`config.mk`:
```
export PLATFORM = sky130hd
export DESIGN_NAME = sdram_init_ctrl_flat
export DESIGN_NICKNAME = d
export VERILOG_FILES = /design/src/rtl/sdram_pkg.sv /design/src/rtl/sdram_init_ctrl_if.sv /design/src/rtl/sdram_wait_timer.sv /design/src/rtl/sdram_init_ctrl.sv /design/src/flat_wrapper.sv
export SDC_FILE = /design/constraint.sdc
export NUM_CORES = 1
export LEC_CHECK = 0
export CORE_MARGIN = 2
export CORE_UTILIZATION = 45
export CTS_BUF_LIST = sky130_fd_sc_hd__clkbuf_8
export DETAILED_ROUTE_END_ITERATION = 10
export PLACE_DENSITY_LB_ADDON = 0.2
export SLEW_MARGIN = 20
export SYNTH_ARGS = -nofsm -noshare
export SYNTH_HDL_FRONTEND = slang
export SYNTH_SLANG_ARGS = --single-unit
```
`constraint.sdc`:
```
create_clock -name clk -period 1.84 [get_ports clk]
set_input_delay 0.184 -clock clk [delete_from_list [all_inputs] [get_ports clk]]
set_output_delay 0.184 -clock clk [all_outputs]
set_load 0.03 [all_outputs]
```
`src/rtl/sdram_pkg.sv`:
```
// Shared SDRAM definitions: command encodings {cs_n,ras_n,cas_n,we_n}, the
// init sequencer state encoding and small elaboration-time helpers.
package sdram_pkg;

  localparam logic [3:0] CMD_NOP       = 4'b0111;
  localparam logic [3:0] CMD_ACTIVE    = 4'b0011;
  localparam logic [3:0] CMD_READ      = 4'b0101;
  localparam logic [3:0] CMD_WRITE     = 4'b0100;
  localparam logic [3:0] CMD_PRECHARGE = 4'b0010;
  localparam logic [3:0] CMD_REFRESH   = 4'b0001;
  localparam logic [3:0] CMD_LOAD_MODE = 4'b0000;

  // Address bit that selects "all banks" on PRECHARGE
  localparam int A10_BIT = 10;

  typedef enum logic [2:0] {
    S_WAIT_PU,
    S_PRECHARGE,
    S_WAIT_RP,
    S_REFRESH,
    S_WAIT_RFC,
    S_LOAD_MODE,
    S_WAIT_MRD,
    S_DONE
  } init_state_e;

  function automatic int max_of(input int a, input int b);
    return (a > b) ? a : b;
  endfunction

endpackage

```
`src/rtl/sdram_init_ctrl_if.sv`:
```
// SDRAM command bus plus init_done hand-off flag, as driven by the init sequencer.
interface sdram_init_ctrl_if #(
  parameter int ADDR_W = 13,
  parameter int BA_W   = 2
);
  logic              sd_cke;
  logic              sd_cs_n;
  logic              sd_ras_n;
  logic              sd_cas_n;
  logic              sd_we_n;
  logic [ADDR_W-1:0] sd_addr;
  logic [BA_W-1:0]   sd_ba;
  logic              init_done;

  modport master (
    output sd_cke, sd_cs_n, sd_ras_n, sd_cas_n, sd_we_n, sd_addr, sd_ba, init_done
  );

  modport slave (
    input sd_cke, sd_cs_n, sd_ras_n, sd_cas_n, sd_we_n, sd_addr, sd_ba, init_done
  );
endinterface

```
`src/rtl/sdram_wait_timer.sv`:
```
// Loadable down-counter; done_o is high while the count sits at zero.
module sdram_wait_timer #(
  parameter int          W       = 8,
  parameter logic [W-1:0] RST_VAL = '0
) (
  input  logic         clk,
  input  logic         rst_n,
  input  logic         load_i,
  input  logic [W-1:0] load_value_i,
  input  logic         en_i,
  output logic         done_o
);

  logic [W-1:0] cnt_q;
  logic [W-1:0] cnt_d;

  always_comb begin
    cnt_d = cnt_q;
    if (load_i) begin
      cnt_d = load_value_i;
    end else if (en_i && (cnt_q != '0)) begin
      cnt_d = cnt_q - W'(1);
    end
  end

  always_ff @(posedge clk or negedge rst_n) begin
    if (!rst_n) begin
      cnt_q <= RST_VAL;
    end else begin
      cnt_q <= cnt_d;
    end
  end

  assign done_o = (cnt_q == '0);

endmodule

```
`src/rtl/sdram_init_ctrl.sv`:
```
// SDRAM power-up init sequencer: power-up wait, PRECHARGE ALL, N x AUTO REFRESH,
// LOAD MODE, then a sticky init_done that hands the bus to the arbiter.
module sdram_init_ctrl
  import sdram_pkg::*;
#(
  parameter int                T_POWERUP_CYC = 20000,
  parameter int                T_RP_CYC      = 2,
  parameter int                T_RFC_CYC     = 7,
  parameter int                T_MRD_CYC     = 2,
  parameter int                N_REFRESH     = 2,
  parameter int                ADDR_W        = 13,
  parameter int                BA_W          = 2,
  parameter logic [ADDR_W-1:0] MODE_REG      = 'h032
) (
  input  logic              clk,
  input  logic              rst_n,
  sdram_init_ctrl_if.master sd
);

  localparam int T_MAX = max_of(max_of(T_POWERUP_CYC, T_RP_CYC), max_of(T_RFC_CYC, T_MRD_CYC));
  localparam int TW    = $clog2(T_MAX) + 1;
  localparam int RW    = $clog2(N_REFRESH + 1);

  init_state_e       state_q, state_d;
  logic              cke_q;
  logic [3:0]        cmd_q, cmd_d;
  logic [ADDR_W-1:0] addr_q, addr_d;
  logic [BA_W-1:0]   ba_q, ba_d;
  logic              done_q, done_d;
  logic [RW-1:0]     ref_cnt_q, ref_cnt_d;

  logic              tmr_load;
  logic [TW-1:0]     tmr_load_val;
  logic              tmr_done;

  // Counting only starts once CKE is high, so the power-up wait spans exactly
  // T_POWERUP_CYC NOP cycles with CKE asserted.
  sdram_wait_timer #(
    .W       (TW),
    .RST_VAL (TW'(T_POWERUP_CYC - 1))
  ) u_timer (
    .clk          (clk),
    .rst_n        (rst_n),
    .load_i       (tmr_load),
    .load_value_i (tmr_load_val),
    .en_i         (cke_q),
    .done_o       (tmr_done)
  );

  // Wait states are loaded with T-2: one cycle is spent in the command state
  // and the exit cycle itself observes the zero count.
  always_comb begin
    state_d      = state_q;
    tmr_load     = 1'b0;
    tmr_load_val = '0;
    ref_cnt_d    = ref_cnt_q;
    unique case (state_q)
      S_WAIT_PU:   if (cke_q && tmr_done) state_d = S_PRECHARGE;
      S_PRECHARGE: begin
        state_d      = S_WAIT_RP;
        tmr_load     = 1'b1;
        tmr_load_val = TW'(T_RP_CYC - 2);
      end
      S_WAIT_RP:   if (tmr_done) state_d = S_REFRESH;
      S_REFRESH: begin
        state_d      = S_WAIT_RFC;
        tmr_load     = 1'b1;
        tmr_load_val = TW'(T_RFC_CYC - 2);
        if (ref_cnt_q < RW'(N_REFRESH)) ref_cnt_d = ref_cnt_q + RW'(1);
      end
      S_WAIT_RFC: begin
        if (tmr_done) state_d = (ref_cnt_q < RW'(N_REFRESH)) ? S_REFRESH : S_LOAD_MODE;
      end
      S_LOAD_MODE: begin
        state_d      = S_WAIT_MRD;
        tmr_load     = 1'b1;
        tmr_load_val = TW'(T_MRD_CYC - 2);
      end
      S_WAIT_MRD:  if (tmr_done) state_d = S_DONE;
      S_DONE:      state_d = S_DONE;
      default:     state_d = S_WAIT_PU;
    endcase
  end

  // Outputs are decoded from the next state so the registered bus lines up
  // with the state register.
  always_comb begin
    cmd_d  = CMD_NOP;
    addr_d = '0;
    ba_d   = '0;
    unique case (state_d)
      S_PRECHARGE: begin
        cmd_d           = CMD_PRECHARGE;
        addr_d[A10_BIT] = 1'b1;
      end
      S_REFRESH:   cmd_d = CMD_REFRESH;
      S_LOAD_MODE: begin
        cmd_d  = CMD_LOAD_MODE;
        addr_d = MODE_REG;
      end
      default:     cmd_d = CMD_NOP;
    endcase
    done_d = (state_d == S_DONE);
  end

  always_ff @(posedge clk or negedge rst_n) begin
    if (!rst_n) begin
      state_q   <= S_WAIT_PU;
      cke_q     <= 1'b0;
      cmd_q     <= CMD_NOP;
      addr_q    <= '0;
      ba_q      <= '0;
      done_q    <= 1'b0;
      ref_cnt_q <= '0;
    end else begin
      state_q   <= state_d;
      cke_q     <= 1'b1;
      cmd_q     <= cmd_d;
      addr_q    <= addr_d;
      ba_q      <= ba_d;
      done_q    <= done_d;
      ref_cnt_q <= ref_cnt_d;
    end
  end

  assign sd.sd_cke    = cke_q;
  assign sd.sd_cs_n   = cmd_q[3];
  assign sd.sd_ras_n  = cmd_q[2];
  assign sd.sd_cas_n  = cmd_q[1];
  assign sd.sd_we_n   = cmd_q[0];
  assign sd.sd_addr   = addr_q;
  assign sd.sd_ba     = ba_q;
  assign sd.init_done = done_q;

endmodule

```
`src/flat_wrapper.sv`:
```
// flat-port wrapper written by rule: the top's interface ports become plain ports
module sdram_init_ctrl_flat import sdram_pkg::*;
#(
  parameter int                T_POWERUP_CYC = 20000,
  parameter int                T_RP_CYC      = 2,
  parameter int                T_RFC_CYC     = 7,
  parameter int                T_MRD_CYC     = 2,
  parameter int                N_REFRESH     = 2,
  parameter int                ADDR_W        = 13,
  parameter int                BA_W          = 2,
  parameter logic [ADDR_W-1:0] MODE_REG      = 'h032
)
  (clk, rst_n, sd_sd_cke, sd_sd_cs_n, sd_sd_ras_n, sd_sd_cas_n, sd_sd_we_n, sd_sd_addr, sd_sd_ba, sd_init_done);
  sdram_init_ctrl_if #(.ADDR_W(ADDR_W), .BA_W(BA_W)) sd_i ();
  input  logic clk;
  input  logic rst_n;
  output wire logic [$bits(sd_i.sd_cke)-1:0] sd_sd_cke;
  output wire logic [$bits(sd_i.sd_cs_n)-1:0] sd_sd_cs_n;
  output wire logic [$bits(sd_i.sd_ras_n)-1:0] sd_sd_ras_n;
  output wire logic [$bits(sd_i.sd_cas_n)-1:0] sd_sd_cas_n;
  output wire logic [$bits(sd_i.sd_we_n)-1:0] sd_sd_we_n;
  output wire logic [$bits(sd_i.sd_addr)-1:0] sd_sd_addr;
  output wire logic [$bits(sd_i.sd_ba)-1:0] sd_sd_ba;
  output wire logic [$bits(sd_i.init_done)-1:0] sd_init_done;
  assign sd_sd_cke = sd_i.sd_cke;
  assign sd_sd_cs_n = sd_i.sd_cs_n;
  assign sd_sd_ras_n = sd_i.sd_ras_n;
  assign sd_sd_cas_n = sd_i.sd_cas_n;
  assign sd_sd_we_n = sd_i.sd_we_n;
  assign sd_sd_addr = sd_i.sd_addr;
  assign sd_sd_ba = sd_i.sd_ba;
  assign sd_init_done = sd_i.init_done;
  sdram_init_ctrl #(.T_POWERUP_CYC(T_POWERUP_CYC), .T_RP_CYC(T_RP_CYC), .T_RFC_CYC(T_RFC_CYC), .T_MRD_CYC(T_MRD_CYC), .N_REFRESH(N_REFRESH), .ADDR_W(ADDR_W), .BA_W(BA_W), .MODE_REG(MODE_REG)) u_core (.clk(clk), .rst_n(rst_n), .sd(sd_i));
endmodule
```
==> flow_summary.toml <==
[die]
coreArea_um2 = 3337
die_h_um = 63.17
initial_core_util = 0.4721
io_pins = 23
die_x_um = 63.17
num_rows = 21
die_area_um2 = 3990

[flow_run]
drv_cap = 0

[placed_design]
pre_cts_ws_ns = -0.03187
gp_congestion = 0.8842
dp_hpwl_um = 2139
numPortBuffers = 10
dp_cells = 223

[drt]
viasPerCell = 5.412
wirelength_um = 3000
firstDrtPassIters = 4
wire_per_inst_um = 13.16
drt_iter0_drc = 48
drt.antenna.violating_nets = 0
vias = 1234
drc = 0

[grt]
antenna_found_initial = 0
use_met3 = 0.02500
grt_util_met2 = 0.2673
grt_max_degree = 29
grt_pass1_wl_um = 5451
met1_usage = 0.2353
grt_usage = 0.1704
grt_pass1_vias = 1172
top_usage_layer = "met2"
gr-total-overflow = 0

[critical_path]
critPathBufInv = 1
crit_chain = "inv_2 > ha_4 > nor3b_4 > and4_4 > or4_4 > a21oi_2"
r2r_cells = 6
ff2ff_setup_slack_ns = 0.02
r2r_start = "u_core.u_timer.cnt_q[1]$_DFFE_PN1P_"
critPathKind = "reg2reg"
worstPathArrival_ns = 2.03
r2r_end = "u_core.u_timer.cnt_q[15]$_DFFE_PN0P_"
worstSetupStartpointType = "flip-flop"
worstPathMaxFanout = 7
startpoint = "u_core.u_timer.cnt_q[1]$_DFFE_PN1P_"
cp.depth = 6
cp.required_ns = 2.05
crit_family = "simple AND/OR/NAND/NOR gates"
crit_slowest_cell = "dfstp_2"
critPathCapture = "u_core.u_timer.cnt_q[15]$_DFFE_PN0P_"
endpoint_kind = "flip-flop"
critPathMaxStageDelay_ns = 0.55

[sta]
finalSetupViolations = 0
max_freq_mhz = 549.3
hold_violations = 0
slew_viol_final = 0
period_minus_slack_ns = 1.820
timing.final.ws_setup_ns = 0.01963
skew_ns = 0.007029
whs_ns = 0.2620
rsz0062_at_grt = "yes"
period_share = 0.9893

[synth]
syn-cell-area_um2 = 1575
synth_top_area_share = 0.2542
synthCells = 165
synth_edf_count = 0
synth_top_area_cell = "dfrtp_1"
synth.yosys.seq_area_share = 0.4543
async_reset_ff_frac = 1.000
ys_seq_elements = 28
synth-main-ff-cell = "dfrtp_1"
synth_cell_types = 43
synth_warnings = 0
synth.area.top_cells = "dfrtp_1 25%, dfstp_2 20%, buf_4 7.1%"
syn_area_per_cell_um2 = 9.547

[clock_tree]
cts_buffers = 3
h-tree-depth = 1
clk_pin_slew_worst_paths_ns = 0.09
clk_latency_ns = 0.28
cts-hold-fix-buffers = 0
cts_buffer_depth = 2
cts_tree = "built"
root_buffer = "clkbuf_8"
cts_sinks = 28

[layout]
final_nets = 186
antenna_cells = 0
syn_to_final_growth_pct = 19.14
drive_gt1_frac = 0.2857
stdcell_count = 228

[power_and_ir_drop]
powerDensity_nw_per_um2 = 1474
vdd_ir_drop_max_mv = 0.7220
p_total_mw = 2.766
p_leak_nw = 0.7676

[outcome]
status = "completed"

[hold_path]
holdCritPathClass = "in2async"
[flip-flops by register name, summed over array words and instances, names as in the netlist]
signal                cells
u_core.ref_cnt_q          2
u_core.sd.sd_addr         2
u_core.sd.sd_cke          1
u_core.state_q            3
u_core.u_timer.cnt_q     16
u_core.sd.init_done       1
u_core.cmd_q              3
[worst min-delay path by stage]
stage | cells past startpoint | endpoint | start | slack [ns]
global placement | 1 | u_core.ref_cnt_q[0]$_DFFE_PN0P_ | u_core.ref_cnt_q[0]$_DFFE_PN0P_ | 0.45
finish | 2 | u_core.ref_cnt_q[1]$_DFFE_PN0P_ | rst_n | 0.26
detailed placement | 1 | u_core.ref_cnt_q[0]$_DFFE_PN0P_ | u_core.ref_cnt_q[0]$_DFFE_PN0P_ | 0.46
floorplan | 0 | u_core.ref_cnt_q[0]$_DFFE_PN0P_ | rst_n | -0.11
global route | 2 | u_core.state_q[1]$_DFF_PN0_ | rst_n | 0.33
CTS | 2 | u_core.ref_cnt_q[1]$_DFFE_PN0P_ | rst_n | 0.28
[stage by stage]
step / utilization / setup TNS, ns / instance area, um2
after detailed placement: 0.5171 / -0.05804 / 1725
after floorplan: - / -0.02967 / 1622
after global routing: 0.5624 / -0.02770 / 1877
after global placement: 0.5171 / -0.0003422 / 1725
final: 0.5624 / 0 / 1877
after CTS: 0.5392 / 0 / 1799
[cells in the mapped netlist (all sizes together) (2+ instances only)]
master / count
a31oi: 3
a21oi: 12
buf: 16
nand2b: 6
nor4: 7
o31a: 2
nor2b: 2
nor3b: 3
o31ai: 4
dfrtp: 16
a31o: 3
nor2: 14
nand4: 2
nor3: 6
dfstp: 12
o21ai: 4
mux2i: 2
nand2: 13
inv: 4
or3: 4
xor2: 2
conb: 2
clkbuf: 4
nand3: 4
or4: 3
and2: 3
[logic make-up (layout without fill, tap and decap cells)]
family,count (synthesis),in the layout,synth area share
XOR/XNOR,2,2,0.01112
AND/OR/NAND/NOR,71,71,0.2637
AO/OA/AOI/OAI,34,34,0.1446
other,2,13,0.004767
multiplexers,2,2,0.01271
buffers and inverters,25,31,0.1009
flip-flops,28,28,0.4543
adder cells (fa/ha/maj),1,1,0.007942
[final cells by class]
cell class | instances | area, um2
fill | 308 | 1460
multi-input combinational | 123 | 818.3
sequential | 28 | 716.9
timing repair buffer | 23 | 197.7
tap | 46 | 57.56
clock buffer | 3 | 41.29
clock inverter | 1 | 30.03
inverter | 4 | 15.01
[placed cells by master (no fill, tap or decap), drive strengths merged, types with 3 or more instances in the layout]
| cell | netlist | layout |
|---|---|---|
| a21oi | 12 | 12 |
| a31o | 3 | 3 |
| a31oi | 3 | 3 |
| and2 | 3 | 3 |
| buf | 16 | 13 |
| clkbuf | 4 | 3 |
| clkdlybuf4s50 | 0 | 10 |
| conb | 2 | 13 |
| dfrtp | 16 | 16 |
| dfstp | 12 | 12 |
| inv | 4 | 4 |
| nand2 | 13 | 13 |
| nand2b | 6 | 6 |
| nand3 | 4 | 4 |
| nor2 | 14 | 14 |
| nor3 | 6 | 6 |
| nor3b | 3 | 3 |
| nor4 | 7 | 7 |
| o21ai | 4 | 4 |
| o31ai | 4 | 4 |
| or3 | 4 | 4 |
| or4 | 3 | 3 |
[power breakdown]
group | switching [mW] | internal [mW] | total (mW)
combinational | 0.539 | 0.563 | 1.10
sequential | 0.300 | 0.883 | 1.18
clock | 0.189 | 0.292 | 0.480
[per-layer routing]
layer | share of wire | vias to the layer above | wire (um)
li1 | - | 602 | -
met1 | 0.48 | 601 | 1438
met2 | 0.47 | 26 | 1414
met3 | 0.031 | 5 | 94
met4 | 0.018 | 0 | 53
met5 | 0 | - | 0
[timing repair]
item                       CTS  global route
resized for setup            2            15
setup buffers                0             1
pin swaps                    1             3
gates cloned                 0             0
setup endpoints to repair    5            13
Note: power is estimated with default switching activity, not from simulation.
